### src/rtl/apb_reg_strobe_decoder.sv
// APB slave-side register-access decoder.
// Tracks the APB setup/access handshake, optionally inserts wait states, and
// produces one-hot read/write strobes, clear-on-read pulses and sticky read
// indications for up to 16 registers. Every output is a flop (Moore).
module apb_reg_strobe_decoder #(
    parameter int unsigned NUM_REGS    = 6,
    parameter int unsigned ADDR_LSB    = 2,
    parameter int unsigned WAIT_STATES = 0,
    parameter logic [15:0] RO_MASK     = 16'h0000,
    parameter logic [15:0] WO_MASK     = 16'h0001,
    parameter logic [15:0] RCLR_MASK   = 16'h0010,
    parameter logic [15:0] STICKY_MASK = 16'h0008
) (
    input  logic                pclk,
    input  logic                rst,
    input  logic                psel,
    input  logic                penable,
    input  logic                pwrite,
    input  logic [31:0]         paddr,
    output logic [NUM_REGS-1:0] wr_stb,
    output logic [NUM_REGS-1:0] rd_stb,
    output logic [NUM_REGS-1:0] rclr_stb,
    output logic [NUM_REGS-1:0] rd_hold,
    output logic [3:0]          rd_idx,
    output logic                pready,
    output logic                pslverr
);

    typedef enum logic [1:0] {
        StIdle,
        StWait,
        StAccess,
        StAbort
    } state_e;

    // Byte-offset bits that must be zero; expressed as a mask so that
    // ADDR_LSB=0 needs no special-case slice.
    localparam logic [31:0] LsbMask = (32'd1 << ADDR_LSB) - 32'd1;

    // Wait counter load value; counts down to zero inside WAIT.
    localparam logic [3:0] WaitInit = (WAIT_STATES > 0) ? 4'(WAIT_STATES - 1) : 4'd0;

    localparam logic [NUM_REGS-1:0] RclrVec   = RCLR_MASK[NUM_REGS-1:0];
    localparam logic [NUM_REGS-1:0] StickyVec = STICKY_MASK[NUM_REGS-1:0];

    state_e      state_q;
    logic [3:0]  cnt_q;
    logic [3:0]  idx_q;
    logic        write_q;
    logic        err_q;

    logic        setup;
    logic [3:0]  setup_idx;
    logic        setup_err;

    logic [3:0]  acc_idx;
    logic        acc_write;
    logic        acc_err;
    logic [NUM_REGS-1:0] acc_sel;
    logic [NUM_REGS-1:0] acc_wr_stb;
    logic [NUM_REGS-1:0] acc_rd_stb;
    logic [NUM_REGS-1:0] acc_rclr_stb;
    logic [NUM_REGS-1:0] sticky_hit;

    // Upper address bits are deliberately ignored.
    logic unused_paddr;
    assign unused_paddr = ^paddr;

    // One-hot decode of a register index; indices >= NUM_REGS decode to zero.
    function automatic logic [NUM_REGS-1:0] dec(input logic [3:0] idx);
        logic [NUM_REGS-1:0] oh;
        oh = '0;
        for (int i = 0; i < NUM_REGS; i++) begin
            if (idx == 4'(i)) begin
                oh[i] = 1'b1;
            end
        end
        return oh;
    endfunction

    // Decode the setup phase: register index and access-legality check.
    always_comb begin
        setup     = psel && !penable;
        setup_idx = paddr[ADDR_LSB+3:ADDR_LSB];
        setup_err = (32'(setup_idx) >= NUM_REGS)
                 || ((paddr & LsbMask) != 32'd0)
                 || (pwrite && RO_MASK[setup_idx])
                 || (!pwrite && WO_MASK[setup_idx]);
    end

    // Select the transfer attributes for the cycle that enters ACCESS: with no
    // wait states that is the setup itself, otherwise the latched copy.
    always_comb begin
        acc_idx   = idx_q;
        acc_write = write_q;
        acc_err   = err_q;
        if (state_q == StIdle) begin
            acc_idx   = setup_idx;
            acc_write = pwrite;
            acc_err   = setup_err;
        end
        acc_sel      = dec(acc_idx);
        acc_wr_stb   = (acc_write && !acc_err) ? acc_sel : '0;
        acc_rd_stb   = (!acc_write && !acc_err) ? acc_sel : '0;
        acc_rclr_stb = acc_rd_stb & RclrVec;
    end

    // Sticky bits contributed by the transfer currently in ACCESS.
    always_comb begin
        sticky_hit = '0;
        if (!write_q && !err_q) begin
            sticky_hit = dec(idx_q) & StickyVec;
        end
    end

    // Handshake FSM with registered strobes and response.
    always_ff @(posedge pclk or posedge rst) begin
        if (rst) begin
            state_q  <= StIdle;
            cnt_q    <= 4'd0;
            idx_q    <= 4'd0;
            write_q  <= 1'b0;
            err_q    <= 1'b0;
            wr_stb   <= '0;
            rd_stb   <= '0;
            rclr_stb <= '0;
            rd_hold  <= '0;
            rd_idx   <= 4'd0;
            pready   <= 1'b0;
            pslverr  <= 1'b0;
        end else begin
            // Strobes and response are single-cycle unless ACCESS is entered.
            wr_stb   <= '0;
            rd_stb   <= '0;
            rclr_stb <= '0;
            pready   <= 1'b0;
            pslverr  <= 1'b0;

            unique case (state_q)
                StIdle: begin
                    if (setup) begin
                        idx_q   <= setup_idx;
                        write_q <= pwrite;
                        err_q   <= setup_err;
                        rd_idx  <= setup_idx;
                        rd_hold <= '0;
                        if (WAIT_STATES > 0) begin
                            state_q <= StWait;
                            cnt_q   <= WaitInit;
                        end else begin
                            state_q  <= StAccess;
                            wr_stb   <= acc_wr_stb;
                            rd_stb   <= acc_rd_stb;
                            rclr_stb <= acc_rclr_stb;
                            pready   <= 1'b1;
                            pslverr  <= acc_err;
                        end
                    end
                end

                StWait: begin
                    if (!psel || !penable) begin
                        // Master abandoned the transfer: no side effects.
                        state_q <= StAbort;
                        cnt_q   <= 4'd0;
                    end else if (cnt_q == 4'd0) begin
                        state_q  <= StAccess;
                        wr_stb   <= acc_wr_stb;
                        rd_stb   <= acc_rd_stb;
                        rclr_stb <= acc_rclr_stb;
                        pready   <= 1'b1;
                        pslverr  <= acc_err;
                    end else begin
                        cnt_q <= cnt_q - 4'd1;
                    end
                end

                StAccess: begin
                    rd_hold <= rd_hold | sticky_hit;
                    state_q <= StIdle;
                end

                StAbort: begin
                    state_q <= StIdle;
                end

                default: begin
                    state_q <= StIdle;
                end
            endcase
        end
    end

    // Response and strobe sanity properties.
    a_err_needs_ready : assert property (@(posedge pclk) disable iff (rst) pslverr |-> pready);
    a_stb_onehot : assert property (@(posedge pclk) disable iff (rst) $onehot0({wr_stb, rd_stb}));
    a_stb_needs_ready : assert property (@(posedge pclk) disable iff (rst)
                                         (|{wr_stb, rd_stb}) |-> pready);

endmodule

### config.mk
export PLATFORM = sky130hd
export DESIGN_NAME = apb_reg_strobe_decoder
export DESIGN_NICKNAME = d
export VERILOG_FILES = /design/src/rtl/apb_reg_strobe_decoder.sv
export SDC_FILE = /design/constraint.sdc
export NUM_CORES = 1
export LEC_CHECK = 0
export BUFFER_PORTS_ARGS = -buffer_cell sky130_fd_sc_hd__buf_2
export CELL_PAD_IN_SITES_DETAIL_PLACEMENT = 0
export CELL_PAD_IN_SITES_GLOBAL_PLACEMENT = 1
export CORE_MARGIN = 5
export CORE_UTILIZATION = 29
export DETAILED_ROUTE_END_ITERATION = 12
export PLACE_DENSITY_LB_ADDON = 0.1
export SLEW_MARGIN = 10
export SYNTH_ARGS = -nofsm -noshare
export SYNTH_HDL_FRONTEND = slang
export SYNTH_SLANG_ARGS = --single-unit
### constraint.sdc
create_clock -name pclk -period 1.7 [get_ports pclk]
set_input_delay 0.255 -clock pclk [delete_from_list [all_inputs] [get_ports pclk]]
set_output_delay 0.255 -clock pclk [all_outputs]
set_load 0.01 [all_outputs]
# After elaboration in Yosys (flattened, before gate mapping)
# Memory sizes are Yosys's and may differ from the RTL's.
# Index checks and enable logic that the tools add are counted.
totals:
  reg_bits: 38
  mem_bits_ro: 32
  input_bits: 37
  out_inout_bits: 30
  mem_count: 2
memory_table:
  columns: ["name", "words", "word_bits", "read_ports", "rd_clocked_by_memory_dff", "write_ports", "line_no", "source"]
  rows:
  - ["(name not given)", 16, 1, 1, 0, 0, "88", "|| (!pwrite && WO_MASK[setup_idx]);"]
  - ["(name not given)", 16, 1, 1, 0, 0, "87", "|| (pwrite && RO_MASK[setup_idx])"]
op_classes:
  n_addsub: 1
  order_cmp: 2
  eq_ne: 12
  mux: 43
  bitwise_logic: 1
  reduce_logical: 27
ops:
  columns: ["operator", "count"]
  rows:
  - ["6-bit 2-to-1 mux", 9]
  - ["6-bit case mux with 2 select lines", 3]
  - ["32-bit nonzero test", 1]
  - ["1-bit 2-to-1 mux", 17]
  - ["4-bit 2-to-1 mux", 4]
  - ["5-bit 2-to-1 mux", 3]
  - ["4-bit by 2-bit equality test with 1-bit output (second input constant)", 3]
  - ["5-bit case mux with 2 select lines", 1]
  - ["4-bit by 3-bit equality test with 1-bit output (second input constant)", 2]
  - ["4-bit logical NOT", 2]
  - ["2-bit AND reduction", 4]
  - ["1-bit logical NOT", 7]
  - ["1-bit logical AND", 6]
  - ["2-bit 2-to-1 mux", 3]
  - ["6-bit bitwise OR", 1]
  - ["2-bit case mux with 3 select lines", 1]
  - ["4-bit by 5-bit less-than comparator with 1-bit output (second input constant)", 1]
  - ["2-bit equality test (second input constant)", 2]
  - ["4-bit by 1-bit equality test with 1-bit output (second input constant)", 1]
  - ["4-bit by 3-bit greater-or-equal comparator with 1-bit output (second input constant)", 1]
  - ["1-bit logical OR", 4]
  - ["2-bit inequality test (second input constant)", 2]
  - ["1-bit case mux with 2 select lines", 2]
  - ["4-bit by 1-bit subtractor with 4-bit output (second input constant)", 1]
  - ["5 further kinds", 5]

# Logic depth before layout (Yosys ltp)
logic_depth:
  depth_word: 12
  mapped_depth: 6
  depth_no_buf: 5

# Least setup slack after synthesis
# OpenSTA, ideal clock, no wires.
synth_path:
  path_kind: "register -> register"
  startpoint: "register cnt_q[0]"
  endpoint: "register rd_stb[0]"
  setup_ns: 0.101
  arrival_time_ns: 1.413
  t_required_ns: 1.599
  setup_slack_ns: 0.186
  path_stages_with_launch: 7
  n_path_buf: 1
  path_cell_list: "dfrtp_1 inv_1 ha_1 nor3b_4 a41oi_2 buf_6 nor4_1"
synth_between:
  elab_chain_cells: 4
synth_rtl:
  columns: ["element", "line_no", "source"]
  rows:
  - ["start: declaration", "47", "logic [3:0] cnt_q;"]
  - ["start signal: assignment", "149", "cnt_q <= WaitInit;"]
  - ["start signal: assignment", "174", "cnt_q <= cnt_q - 4'd1;"]
  - ["4-bit logical NOT", "166", "end else if (cnt_q == 4'd0) begin"]
  - ["6-bit 2-to-1 mux", "166", null]
  - ["6-bit 2-to-1 mux", "162", "if (!psel || !penable) begin"]
  - ["6-bit case mux with 2 select lines", "139", "unique case (state_q)"]
  - ["end signal: assignment", "153", "rd_stb <= acc_rd_stb;"]
  - ["end signal: assignment", "169", "rd_stb <= acc_rd_stb;"]
  - ["end: declaration", "21", "output logic [NUM_REGS-1:0] rd_stb,"]
# Every way passes these cells.
# A chain may end at the register's enable or synchronous reset.

# Final worst setup path
layout_path:
  startpoint: "register state_q[0]"
  endpoint: "register rd_stb[0]"
layout_between:
  elab_chain_cells: 8
  word_cells_on_any_way: 15
  cone_classes: "1 x eq/ne; 9 x mux; 5 x reduce/logical"
layout_rtl:
  columns: ["element", "line_no", "source"]
  rows:
  - ["start: declaration", "46", "state_e state_q;"]
  - ["start signal: assignment", "119", "state_q <= StIdle;"]
  - ["start signal: assignment", "148", "state_q <= StWait;"]
  - ["start signal: assignment", "151", "state_q <= StAccess;"]
  - ["2-bit logical NOT", "97, 139", null]
  - ["4-bit 2-to-1 mux or 1-bit 2-to-1 mux (tied branches)", "97", "if (state_q == StIdle) begin"]
  - ["4-bit logical NOT or 1-bit logical NOT (tied branches)", "74, 104", null]
  - ["1-bit 2-to-1 mux or 1-bit logical AND (tied branches)", "74, 104", null]
  - ["6-bit 2-to-1 mux", "104", "acc_rd_stb = (!acc_write && !acc_err) ? acc_sel : '0;"]
  - ["6-bit 2-to-1 mux", "166", null]
  - ["6-bit 2-to-1 mux", "162", null]
  - ["6-bit case mux with 2 select lines (*)", "139", null]
# Mark *: on every way between the ends. The rest lies on a longest branch, timed or not.

==> run summary <==
status: completed
Worst Setup End Kind: flip-flop
root buffer cell: clkbuf_8
pre-CTS setup slack: 0.0361 ns
Area contributors post-synth: dfrtp_1 49%, buf_4 6.5%, nor4_1 3.6%
Worst EP arrival: 1.74 ns
Maximum Capacitance Violations: 0
count of buffers from port buffering: 30
Gate Count Post-Synth: 125
Post-DP Area: 1610 um2
Synth Register Bits: 27
worst-skew pair later-pin latency: 0.26 ns
Via Count: 1037
most frequent cells in the layout: 30 x buf_2, 27 x dfrtp_1, 10 x conb_1
Top Ports: 67
PwrDens: 834 nW/um2
total negative slack: 0 ns
CTS tree: done
H-tree depth: 1
final WL: 3.00 mm
dpl cells: 212
GP Congestion: 0.795
Final setup viols: 0
# diodes: 0
Util after Layout: 36.0%
M1 GR Usage: 13.0%
Cell Area, Synth: 1390 um2
GR Util met3: 2.38%
worst reg-to-reg setup slack: 0.1 ns
Hold Slack: 0.0317 ns
initial core utilization: 29.7%
routed length per instance: 13.9 um
clk sink count: 27
worst ir drop on vdd: 0.336 mV
Final Hold Vio Count: 0
leak pwr: 0.806 nW
final worst setup slack: 0.0980 ns
clock buffers created by TritonCTS: 3
CP max FO: 10
Longest Clk Path Bufs: 2
top-area cell type share of the netlist area: 48.6%
Total Routing Usage GR: 9.96%
crit path kind: flip-flop to flip-flop
register area share after synthesis: 48.6%
vias in the first global route: 1101
largest net degree at the start of global routing: 28
layout cells sized above 1: 35.8%
Finished Cell Area: 1690 um2
non-filler cells, final: 216
starting DRC count in detailed routing: 39
grt total ovfl: 0
crit start category: flip-flop
nets@finish: 202
r2r endpoint: rd_stb[0]$_DFF_PP0_
HP Class: input port to async pin
data required time of the worst path: 1.84 ns
Slew Limit Fails: 0
Die X: 79.3 um
router iterations before antenna repair: 4
Post-route DRC: 0
Syn. warnings: 0
DIE HEIGHT: 79.3 um
Final min period: 1.60 ns
most common library cell in the layout ignoring fill and taps: buf_2
syn avg cell area: 11.1 um2
Overall Power: 1.41 mW
Worst Skew: 0.00300 ns
DIE AREA: 6280 um2
Routed Antenna Nets: 0
area delta synth->final: 21.3%
Synth cell types: 38
worst-case reg-to-reg path depth: 3
post-DR vias/cell: 4.80
CORE AREA: 4690 um2
layer carrying the most global-route usage: met2
# rows: 25
Final Cycle Share: 94.2%
FMAX: 624 MHz
CTS clk-pin slew, worst paths: 0.09 ns
first-pass GRT wire length: 5.06 mm
GR met2 Demand/Resource: 16.0%
unrepaired setup endpoints after global routing: yes
antenna violations before repair: 0
RR Startpoint: state_q[0]$_DFFE_PP0P_
Setup Buffers After CTS: 0
placed wire-length estimate: 2.34 mm
cell taking the most area after synthesis: dfrtp_1
## final cells by class
| type | instances | area [um2] |
|---|---|---|
| multi-input cells | 82 | 628 |
| well taps | 54 | 67.6 |
| fillers | 500 | 3000 |
| repair buffers | 40 | 238 |
| flip-flops and latches | 27 | 676 |
| inverters | 9 | 33.8 |
| clock buffers | 4 | 45.0 |
## timing repair
item / in CTS / in global routing
hold endpoints to repair: 0 / 0
endpoints found under the setup margin: 0 / 3
gates resized for setup: 0 / 5
hold buffers: 0 / 0
## kinds of logic (layout without fill, tap and decap cells)
group           count (synthesis)  in the layout  synth area share [%]
mux                             6              6                  4.68
simple gates                   40             40                  19.6
fa+ha+maj                       2              2                  1.80
other cells                     1             10                 0.270
flops                          27             27                  48.6
compound gates                 24             24                  14.3
buf+inv                        25             53                  10.8
## where the power goes
part           internal (mW)  switching [mW]
Sequential             0.685          0.0465
Clock                  0.167           0.189
Combinational          0.148           0.172
Total                   1.00           0.407
## layer usage
| layer | wire length, um | share of wire, % |
|---|---|---|
| met1 | 1390 | 46 |
| met4 | 19 | 0.63 |
| met5 | 0 | 0 |
| met2 | 1400 | 46 |
| met3 | 195 | 6.5 |
## registers in the layout (all words and copies together), names as in the netlist
register and flops:
rd_stb 6, wr_stb 6, cnt_q 4, idx_q 4, state_q 2, err_q 1, pready 1, pslverr 1
rd_hold 1, write_q 1
## critical path: stages (launching register included)
cell and delay, ns:
dfrtp_1 0.52, or2_2 0.44, a32oi_2 0.40, nor4_1 0.11
## synthesized netlist by cell type
master and number:
a32oi_1 1, nor4b_1 2, nor4_1 8, nor3_1 4, mux2i_1 2, a211oi_1 2
ha_1 2, o21ai_0 7, a32oi_2 1, a22oi_1 1, conb_1 1, nor4b_4 1
o2bb2ai_1 3, nand4_1 1, nand4b_1 2, buf_4 12, nand2_1 4, nor2b_1 1
mux2_2 4, buf_6 1, buf_2 2, and2b_1 1, a41o_1 1, a41oi_2 1
a21oi_1 1, nand2b_1 4, a31oi_1 3, o22ai_1 2, clkbuf_2 1, dfrtp_1 27
nor4bb_1 2, or3_1 2, inv_1 9, nor2_1 5, or2_2 1, nor3b_1 1
nor3b_4 1, a2111oi_4 1
## worst max-delay path by stage
| stage | startpoint | end | slack, ns | depth (start not counted) |
|---|---|---|---|---|
| final | state_q[0]$_DFFE_PP0P_ | rd_stb[0]$_DFF_PP0_ | 0.1 | 3 |
| after global routing | cnt_q[1]$_DFFE_PP0P_ | rd_stb[1]$_DFF_PP0_ | -0.007 | 6 |
| after CTS | cnt_q[1]$_DFFE_PP0P_ | rd_stb[1]$_DFF_PP0_ | 0.02 | 6 |
| after detailed placement | cnt_q[1]$_DFFE_PP0P_ | rd_stb[1]$_DFF_PP0_ | 0.04 | 6 |
| after global placement | cnt_q[1]$_DFFE_PP0P_ | wr_stb[1]$_DFF_PP0_ | 0.09 | 6 |
| after floorplan | cnt_q[0]$_DFFE_PP0P_ | rd_stb[0]$_DFF_PP0_ | 0.19 | 6 |
No activity file was read; power rests on OpenSTA's default activity.
